$ cat config.mk
export PLATFORM = sky130hd
export DESIGN_NAME = instr_fetch_unit
export DESIGN_NICKNAME = d
export VERILOG_FILES = /design/src/rtl/instr_fetch_unit.sv
export SDC_FILE = /design/constraint.sdc
export NUM_CORES = 1
export LEC_CHECK = 0
export CORE_MARGIN = 3
export CORE_UTILIZATION = 43
export DETAILED_ROUTE_END_ITERATION = 8
export GPL_TIMING_DRIVEN = 0
export PLACE_DENSITY = 0.69
export SYNTH_ARGS = -nofsm -noshare
export SYNTH_HDL_FRONTEND = slang
export SYNTH_SLANG_ARGS = --single-unit
$ cat constraint.sdc
create_clock -name CLK -period 3.01 [get_ports CLK]
set_clock_uncertainty 0.05 [all_clocks]
set_input_delay 0.602 -clock CLK [delete_from_list [all_inputs] [get_ports CLK]]
set_output_delay 0.602 -clock CLK [all_outputs]
set_load 0.05 [all_outputs]
$ cat src/rtl/instr_fetch_unit.sv
// Instruction fetch unit: owns the fetch PC, issues one word request at a
// time to instruction memory (req/ack), buffers returned words tagged with
// their PC in a small circular queue, and hands them to decode (valid/ready).
// A redirect from execute flushes the queue and restarts fetch at the target.
module instr_fetch_unit #(
    parameter logic [31:0] RESET_PC = 32'h0000_0000,
    parameter int          QDEPTH   = 2            // 2 or 4
) (
    input  logic        CLK,
    input  logic        RST,
    input  logic        REDIRECT,
    input  logic [31:0] REDIRECT_PC,
    output logic        IMEM_REQ,
    output logic [31:0] IMEM_ADDR,
    input  logic        IMEM_ACK,
    input  logic [31:0] IMEM_RDATA,
    output logic        INSTR_VALID,
    output logic [31:0] INSTR,
    output logic [31:0] INSTR_PC,
    input  logic        INSTR_READY
);

    localparam int PW = $clog2(QDEPTH);      // queue pointer width
    localparam int CW = $clog2(QDEPTH + 1);  // occupancy counter width

    localparam logic [1:0] IDLE = 2'd0;  // no request outstanding
    localparam logic [1:0] REQ  = 2'd1;  // request outstanding, data will be kept
    localparam logic [1:0] DROP = 2'd2;  // request outstanding, data will be discarded

    typedef struct packed {
        logic [31:0] instr;
        logic [31:0] pc;
    } entry_t;

    entry_t [QDEPTH-1:0] q;
    logic   [PW-1:0]     head;
    logic   [PW-1:0]     tail;
    logic   [CW-1:0]     count;
    logic   [CW-1:0]     count_nxt;

    logic [1:0]  state;
    logic [31:0] fetch_pc;
    logic        req_r;
    logic [31:0] addr_r;

    logic        push;
    logic        pop;
    logic        room;
    logic [31:0] tgt;
    logic [31:0] addr_inc;

    // Low two target bits are masked off; redirect targets are word aligned.
    assign tgt      = REDIRECT_PC & ~32'h0000_0003;
    assign addr_inc = addr_r + 32'd4;

    // Redirect outranks both queue ports: the acked word and the head are
    // simply thrown away along with the rest of the queue.
    assign push = (state == REQ) && IMEM_ACK && !REDIRECT;
    assign pop  = INSTR_VALID && INSTR_READY && !REDIRECT;

    // Occupancy after this cycle's push/pop; also decides whether fetch may
    // continue, so a same-cycle pop frees a slot without a bubble.
    always_comb begin
        count_nxt = count;
        if (push && !pop)
            count_nxt = count + 1'b1;
        else if (!push && pop)
            count_nxt = count - 1'b1;
    end

    assign room = (count_nxt < CW'(QDEPTH));

    assign IMEM_REQ    = req_r;
    assign IMEM_ADDR   = addr_r;
    assign INSTR_VALID = (count != '0);
    assign INSTR       = q[head].instr;
    assign INSTR_PC    = q[head].pc;

    // Instruction queue: circular buffer, flushed by redirect.
    always_ff @(posedge CLK) begin
        if (RST) begin
            head  <= '0;
            tail  <= '0;
            count <= '0;
            for (int i = 0; i < QDEPTH; i++)
                q[i] <= '0;
        end else if (REDIRECT) begin
            head  <= '0;
            tail  <= '0;
            count <= '0;
        end else begin
            if (push) begin
                q[tail] <= '{instr: IMEM_RDATA, pc: addr_r};
                tail    <= tail + 1'b1;
            end
            if (pop)
                head <= head + 1'b1;
            count <= count_nxt;
        end
    end

    // Fetch FSM: at most one request in flight; req/addr never change while
    // a request waits for its ack, even across a redirect.
    always_ff @(posedge CLK) begin
        if (RST) begin
            state    <= IDLE;
            req_r    <= 1'b0;
            addr_r   <= RESET_PC;
            fetch_pc <= RESET_PC;
        end else begin
            case (state)
                IDLE: begin
                    if (REDIRECT) begin
                        fetch_pc <= tgt;
                        req_r    <= 1'b1;
                        addr_r   <= tgt;
                        state    <= REQ;
                    end else if (room) begin
                        req_r  <= 1'b1;
                        addr_r <= fetch_pc;
                        state  <= REQ;
                    end
                end
                REQ: begin
                    if (REDIRECT) begin
                        fetch_pc <= tgt;
                        if (IMEM_ACK)
                            addr_r <= tgt;  // old request done, start the new one
                        else
                            state  <= DROP; // keep old request up until acked
                    end else if (IMEM_ACK) begin
                        fetch_pc <= addr_inc;
                        if (room) begin
                            addr_r <= addr_inc;
                        end else begin
                            req_r <= 1'b0;
                            state <= IDLE;
                        end
                    end
                end
                DROP: begin
                    if (REDIRECT)
                        fetch_pc <= tgt;
                    if (IMEM_ACK) begin
                        addr_r <= REDIRECT ? tgt : fetch_pc;
                        state  <= REQ;
                    end
                end
                default: begin
                    req_r <= 1'b0;
                    state <= IDLE;
                end
            endcase
        end
    end

endmodule

### Word-level counts from Yosys, hierarchy flattened

Index checks and enable logic that the tools add are counted.

| word-level totals | value |
|---|---|
| output and inout bits | 98 |
| bits in writable memories | 0 |
| memories | 0 |
| bits in read-only memories | 0 |
| input port bits | 69 |
| bits in latches | 0 |
| flip-flop bits (word level) | 199 |

| operators by class | value |
|---|---|
| equality and inequality tests | 11 |
| $mul | 0 |
| reduce and logical (&&, ||, !) cells | 21 |
| bitwise operators | 2 |
| divide/modulo/power cells | 0 |
| add/sub/neg operators | 5 |
| shifts and indexed selects | 0 |
| mux-type cells | 33 |
| $lt $le $gt $ge | 4 |

Operators by type and width:

| kind | number |
|---|---|
| 2-to-1 mux 32 bit | 10 |
| 2-to-1 mux 64 bit | 3 |
| bitwise mux 128 bit | 1 |
| one-hot mux 32 bit (3 select lines) | 1 |
| demux 64 bit (select 1 bit) | 1 |
| one-hot mux 32 bit (2 select lines) | 1 |
| adder 32 x 3 -> 32 bit (second input constant) | 1 |
| 2-to-1 mux 2 bit | 9 |
| != test 3 bit (second input constant) | 5 |
| AND reduction 5 bit | 3 |
| != test 2 bit (second input constant) | 4 |
| logical AND 1 bit | 7 |
| one-hot mux 2 bit (3 select lines) | 1 |
| 2-to-1 mux 1 bit | 5 |
| < comparator 1 x 2 -> 1 bit (second input constant) | 2 |
| AND reduction 2 bit | 2 |
| nonzero test 2 bit | 2 |
| OR reduction 2 bit | 2 |
| zero test 1 bit | 3 |
| one-hot mux 1 bit (3 select lines) | 1 |
| nonzero test 3 bit | 1 |
| adder 1 bit (second input constant) | 2 |
| adder 2 x 1 -> 2 bit (second input constant) | 1 |
| equality test 2 x 1 -> 1 bit (second input constant) | 1 |
| 6 further kinds | 7 |

### Depth between registers and ports, before layout

Gate-level depths: netlist (run 1).

| logic depth | value |
|---|---|
| depth after elaboration | 12 |
| gate-level depth with buffers | 13 |

### Least setup slack after synthesis (run 1)

No wires, ideal clock.

| path | value |
|---|---|
| path kind | input to register |
| start point | input port REDIRECT |
| end point | register addr_r[16] (netlist: IMEM_ADDR[16]) |
| arrival time | 2923 ps |
| library setup time | 117 ps |
| cell stages on the path | 12 |
| buffers on the path | 3 |
| setup slack | -81 ps |
| cell sequence | clkbuf_1 inv_1 clkbuf_1 nand2_1 inv_1 ha_1 nand2b_1 a311oi_2 or3_1 buf_2 nand2_1 a32o_1 |

| between the ends | value |
|---|---|
| elaborated cells on any way between the ends | 18 |

RTL lines:

| element | line | text |
|---|---|---|
| start: declaration | 11 | `input logic REDIRECT,` |
| zero test 1 bit (*) | 59 | `assign pop = INSTR_VALID && INSTR_READY && !REDIRECT;` |
| logical AND 1 bit (*) | 59 |  |
| net pop | 47 | `logic pop;` |
| logical AND 1 bit / zero test 1 bit (equally long branches) | 67, 65 |  |
| 2-to-1 mux 2 bit / logical AND 1 bit (equally long branches) | 67, 65 |  |
| 2-to-1 mux 2 bit (*) | 65 | `if (push && !pop)` |
| < comparator 2 bit (*) | 71 | `assign room = (count_nxt < CW'(QDEPTH));` |
| != test 3 bit (no source line) | -- |  |
| AND reduction 5 bit (no source line) (*) | -- |  |
| end signal: assignment | 116 | `addr_r <= tgt;` |
| end signal: assignment | 120 | `addr_r <= fetch_pc;` |
| end signal: assignment | 128 | `addr_r <= tgt;` |
| end: declaration | 44 | `logic [31:0] addr_r;` |

Mark *: on every way through the listed nets, which the timed path passes. The rest lies on a longest branch. The select of a mux whose other input is x is not followed.
A chain may end at the register's enable or synchronous reset.

### Final worst setup path (run 1)

| path | value |
|---|---|
| start point | register addr_r[2] (netlist: IMEM_ADDR[2]) |
| end point | register addr_r[15] (netlist: IMEM_ADDR[15]) |

| between the ends | value |
|---|---|
| cells in the longest elaborated chain, start to end | 5 |

Ends and longest elaborated chain:

| element | line | text |
|---|---|---|
| adder 32 x 3 -> 32 bit | 54 | `assign addr_inc = addr_r + 32'd4;` |
| 2-to-1 mux 32 bit | 133 | `if (room) begin` |
| 2-to-1 mux 32 bit | 131 | `end else if (IMEM_ACK) begin` |
| 2-to-1 mux 32 bit | 125 | `if (REDIRECT) begin` |
| one-hot mux 32 bit (3 select lines) | 111 | `case (state)` |

No other way between the ends. The select of a mux whose other input is x is not followed.

==> results of run 1 <==
sequential cells by signal (all words and copies together), names as in the netlist:
register / cells
IMEM_ADDR: 32
IMEM_REQ: 1
count: 2
fetch_pc: 32
head: 1
q: 128
state: 2
tail: 1
cells in the mapped netlist (6+ instances only):
| library cell | instances | area [um^2] |
|---|---|---|
| nand2_1 | 320 | 1200 |
| dfxtp_1 | 199 | 3980 |
| a21oi_1 | 175 | 876 |
| clkbuf_1 | 78 | 293 |
| mux2_2 | 67 | 754 |
| nor2_1 | 58 | 218 |
| o21ai_0 | 31 | 155 |
| inv_1 | 22 | 82.6 |
| nand3_1 | 21 | 105 |
| buf_2 | 20 | 100 |
| nor3_1 | 18 | 90.1 |
| xnor2_1 | 18 | 158 |
| a22oi_1 | 14 | 105 |
| nand2b_1 | 13 | 81.3 |
| o22ai_1 | 11 | 68.8 |
| a211oi_1 | 10 | 75.1 |
| buf_1 | 10 | 37.5 |
| o211ai_1 | 10 | 75.1 |
| o31ai_1 | 10 | 75.1 |
| xor2_1 | 10 | 87.6 |
| and3_1 | 9 | 56.3 |
| nand4_1 | 9 | 56.3 |
| or3_1 | 9 | 56.3 |
| o221ai_1 | 8 | 70.1 |
| o32ai_1 | 8 | 70.1 |
| a221oi_1 | 7 | 61.3 |
| a32o_1 | 7 | 70.1 |
| a222oi_1 | 6 | 60.1 |
final timing paths:
| path | cells after the start | slack [ps] | start | end |
|---|---|---|---|---|
| worst max register to register | 5 | 8 | IMEM_ADDR[2] | IMEM_ADDR[15] |
| worst max-delay path | 5 | 8 | IMEM_ADDR[2] | IMEM_ADDR[15] |
| worst min-delay path | 2 | 400 | q[95] | q[95] |
| worst min register to register | 2 | 400 | q[95] | q[95] |
routing by layer:
metal	global-route usage	part of all wire
met1	0.390	0.42
met2	0.430	0.44
met3	0.0550	0.10
met4	0.133	0.040
met5	0	0
layout make-up:
class | count | area [um^2]
clock buffer | 17 | 425
tap | 280 | 350
timing repair buffer | 167 | 1610
fill | 2134 | 9670
sequential | 199 | 3980
clock inverter | 15 | 164
buffer | 107 | 472
multi-input combinational | 926 | 5390
inverter | 24 | 92.6
worst max-delay path, cell delays in order, from the launching register on:
cell and delay [ps]:
dfxtp_1 620, nand4_1 520, nor4_1 700, mux2i_1 280, or4b_2 610, o22ai_1 140
stage by stage:
step           instances  instance area (um^2)  setup WS (ps)
3_3_place_gp        1699                 11800          -1830
4_1_cts             1735                 12500           4.26
2_1_floorplan       1257                  9840           19.5
5_1_grt             1735                 12500          -30.6
3_5_place_dp        1699                 11800          -1810
6_report            1735                 12500           7.95
repair_timing:
| item | CTS | global route |
|---|---|---|
| setup endpoints to repair | 167 | 34 |
| setup buffers | 5 | 0 |
| pin swaps | 4 | 1 |
| resized for setup | 85 | 9 |
where the power goes:
group	total, mW	leakage, nW	internal [mW]	switching, mW
Clock	2.34	0.282	1.18	1.15
Combinational	1.25	2.64	0.431	0.823
Sequential	2.84	1.62	2.73	0.110
cell families (layout without fill, tap and decap cells):
| kind of cell | Yosys count | count (layout) | synth area share |
|---|---|---|---|
| buffers and inverters | 132 | 330 | 0.0529 |
| AOI/OAI and AO/OA | 338 | 338 | 0.217 |
| adders and majority gates | 4 | 4 | 0.00509 |
| and+or+nand+nor | 487 | 487 | 0.216 |
| DFF | 199 | 199 | 0.405 |
| muxes | 69 | 69 | 0.0788 |
| xor gates and xnor gates | 28 | 28 | 0.0249 |
==> flow_summary.json, run 1 <==
{
  "outcome": "finished, final reports clean",
  "clockBufferDepth": 2,
  "num_io_pins": 167,
  "vias": 10300,
  "final_common_cell": "nand2_1",
  "fin_tns_setup_ps": 0,
  "vias_per_cell": 5.94,
  "cts.sinks": 199,
  "die_h_um": 157,
  "critPathArrivalTime_ps": 3310,
  "layout-drive-gt1-share": 0.117,
  "die_x_um": 157,
  "cp.required_ps": 3320,
  "netlist_instances": 1257,
  "max_cap_violations": 0,
  "grt_pass1_wl_um": 54800,
  "synthArstFlopShare": 0,
  "antenna_found_initial": 1,
  "grt_pass1_vias": 9708,
  "period_minus_slack_ps": 3000,
  "drt-total-wl_um": 35800,
  "worstMarginPinSlew_ps": 980,
  "powerDensity_nw_per_um2": 515,
  "relSlewSlack": 0.344,
  "gp_congestion": 0.989,
  "grt_setup_unrepaired": "yes",
  "netlist_area_um2": 9830,
  "fin_util": 0.564,
  "leakagePower_nw": 4.54,
  "hold_violations": 0,
  "synth-edff-count": 0,
  "hold_class": "reg -> reg",
  "fin_crit_sh": 0.997,
  "timing.hold.ws_ps": 403,
  "port-buffer-count": 162,
  "htreeDepth": 4,
  "cts-buffers-inserted": 17,
  "overflow": 0,
  "ys_types": 70,
  "area_growth_pct": 27.0,
  "antennaDiodeCount": 0,
  "die-area_um2": 24700,
  "slew_violations": 0,
  "critPathKind": "reg -> reg",
  "drc_errors": 0,
  "dp_hpwl_um": 25100,
  "yosysSeqAreaShare": 0.405,
  "end_kind": "flip-flop",
  "clk_latency_ps": 440,
  "mappedNetlistNets": 1330,
  "cts_hold_buf": 0,
  "first_pass_iters": 5,
  "clkTransAtPathRegs_ps": 80,
  "startpoint_type": "flip-flop",
  "final_cell_mix": "nand2_1, dfxtp_1, a21oi_1",
  "clockRootBuffer": "clkbuf_16",
  "cts_tree": "yes",
  "critPathMaxFanout": 9,
  "rows": 54,
  "wl_per_cell_um": 20.7,
  "p_total_mw": 6.43,
  "grt_usage": 0.284,
  "max_freq_mhz": 333,
  "irDropWorstVdd_mv": 0.391,
  "grt_max_degree": 20,
  "yosys_warnings": 0,
  "drt_iter0_drc": 1064,
  "synthFlopType": "dfxtp_1",
  "ys_seq_elements": 199,
  "syn_avg_cell_area_um2": 7.82,
  "core_um2": 22200,
  "finalSetupViolCount": 0,
  "start_util": 0.444,
  "nets": 1515,
  "ant_nets": 0
}
Power figures use the tool's default switching activity.
==> inputs of run 2 (changes only) <==
CELL_PAD_IN_SITES_DETAIL_PLACEMENT = 0   (was default)
CELL_PAD_IN_SITES_GLOBAL_PLACEMENT = 1   (was default)
CORE_UTILIZATION = 25   (was 43)
PLACE_DENSITY = default   (was 0.69)
PLACE_DENSITY_LB_ADDON = 0.1   (was default)
==> run 2 against run 1 <==
Compared with the run above:
- cell area increased by 2.7%
- total power increased by 0.34%
- sequential power barely moved
- combinational power increased by 4%
- non-clock buffer count is 3 higher
- first-iteration DRC count down 38%
- core utilization fell by 23 points
- flip-flop and latch count is the same
- global-route usage fell by 7.9 points
- count of clock-buffer cells in the layout up 1
==> flow_summary.json, run 2 (synthesized netlist as in run 1, its figures left out) <==
{
  "die_x_um": 204,
  "overflow": 0,
  "grt_pass1_vias": 9578,
  "critPathMaxFanout": 9,
  "drt-total-wl_um": 43400,
  "nets": 1518,
  "seq_power_share": 0.441,
  "grt_setup_unrepaired": "no",
  "worstReg2RegStart": "IMEM_ADDR[3]",
  "worst_slack_ps": 64.4,
  "area_growth_pct": 30.4,
  "r2r_cells": 6,
  "clk_latency_ps": 450,
  "crit_start": "IMEM_ADDR[3]",
  "clockBufferDepth": 2,
  "r2r_slack_ps": 60,
  "first_pass_iters": 5,
  "crit_buf_inv": 0,
  "grt_usage": 0.204,
  "drt_iter0_drc": 663,
  "vias": 9936,
  "relSlewSlack": 0.352,
  "start_util": 0.254,
  "largest_reg_flops": 128,
  "period_minus_slack_ps": 2950,
  "grt_max_degree": 18,
  "drc_errors": 0,
  "clkTransAtPathRegs_ps": 80,
  "grt_pass1_wl_um": 63500,
  "irDropWorstVdd_mv": 0.455,
  "hold_violations": 0,
  "end_kind": "flip-flop",
  "fin_tns_setup_ps": 0,
  "clockRootBuffer": "clkbuf_16",
  "cpPeakStageDelay_ps": 760,
  "slowest_stage": "nor4_4",
  "critPathArrivalTime_ps": 3250,
  "cp_cell_sequence": "ha_1, nand3_1, nor4_4, nand2_1, xor2_1, o41ai_1",
  "final_common_cell": "nand2_1",
  "finalSetupViolCount": 0,
  "wl_per_cell_um": 22.0,
  "core_um2": 38700,
  "fillCellCount": 4227,
  "critPathTopFamily": "simple AND/OR/NAND/NOR gates",
  "final_cell_mix": "nand2_1, dfxtp_1, a21oi_1",
  "crit_cells": 6,
  "p_switching_mw": 2.11,
  "layout-drive-gt1-share": 0.121,
  "multi_input_comb_area_um2": 5410,
  "cts-buffers-inserted": 17,
  "vias_per_cell": 5.03,
  "dp_hpwl_um": 31100,
  "num_io_pins": 167,
  "worstMarginPinSlew_ps": 972,
  "p_comb_frac": 0.202,
  "endpoint": "fetch_pc[24]",
  "hold_class": "reg -> reg",
  "r2r_end": "fetch_pc[24]",
  "port-buffer-count": 162,
  "slew_violations": 0,
  "fin_crit_sh": 0.979,
  "powerDensity_nw_per_um2": 503,
  "gp_congestion": 0.860,
  "cp.required_ps": 3310,
  "ff_latch_area_um2": 3990,
  "die-area_um2": 41800,
  "antenna_found_initial": 0,
  "outcome": "finished, final reports clean",
  "htreeDepth": 4,
  "startpoint_type": "flip-flop",
  "preCtsSetupSlack_ps": -2210,
  "ant_nets": 0,
  "swShare": 0.327,
  "die_h_um": 204,
  "p_int_mw": 4.35,
  "leakagePower_nw": 4.56,
  "power.share.clock": 0.357,
  "max_freq_mhz": 339,
  "cts_tree": "yes",
  "rows": 72,
  "antennaDiodeCount": 0,
  "critPathKind": "reg -> reg",
  "largest-register": "q",
  "max_cap_violations": 0,
  "cts.sinks": 199
}
## run 2: power by group through the flow
stage	clock network [mW]	logic, mW	registers, mW
2_1_floorplan	0	0.605	3.01
3_5_place_dp	0	1.26	2.91
5_1_grt	2.47	1.38	2.86
4_1_cts	2.40	1.29	2.85
3_3_place_gp	0	1.27	2.91
6_report	2.30	1.30	2.85
## run 2: worst min path at each step
stage,from,end,slack (ps),cells after the start
finish,q[118],q[118],400,2
floorplan,q[100],q[100],380,2
global route,q[101],q[101],420,2
CTS,q[19],q[19],400,2
detailed placement,q[19],q[19],390,2
global placement,q[124],q[124],390,2
## run 2: layer usage
layer,GRT usage,share of wire
met1,0.282,0.47
met2,0.333,0.46
met3,0.0325,0.047
met4,0.0521,0.016
met5,0,0
## run 2: cell type report
| type | count | area share |
|---|---|---|
| multi-input cells | 926 | 0.422 |
| well taps | 518 | 0.0505 |
| clock inverters | 13 | 0.00956 |
| plain buffers | 107 | 0.0385 |
| repair buffers | 170 | 0.127 |
| inverters | 24 | 0.00732 |
| clock buffers | 18 | 0.0342 |
| flip-flops and latches | 199 | 0.311 |
## run 2: worst register-to-register path: cells and delay by family, from the launching register on
family,cells,cell delay [ps]
simple gates,3,1310
flops,1,630
fa+ha+maj,1,340
compound gates,1,320
xor+xnor,1,190
## run 2: timing repair
item | CTS | global route
setup endpoints to repair | 239 | 49
hold buffers | 0 | 0
pin swaps | 4 | 3
setup buffers | 8 | 0
gates resized for setup | 92 | 18
## run 2: stage by stage
step,utilization,std cells,instance area (um^2),hold WS [ps],power [mW]
floorplan,-,1257,9840,383,3.61
global placement,0.313,1937,12100,388,4.18
detailed placement,0.313,1937,12100,394,4.17
CTS,0.330,1975,12800,405,6.53
global route,0.331,1975,12800,418,6.71
finish,0.331,1975,12800,402,6.46
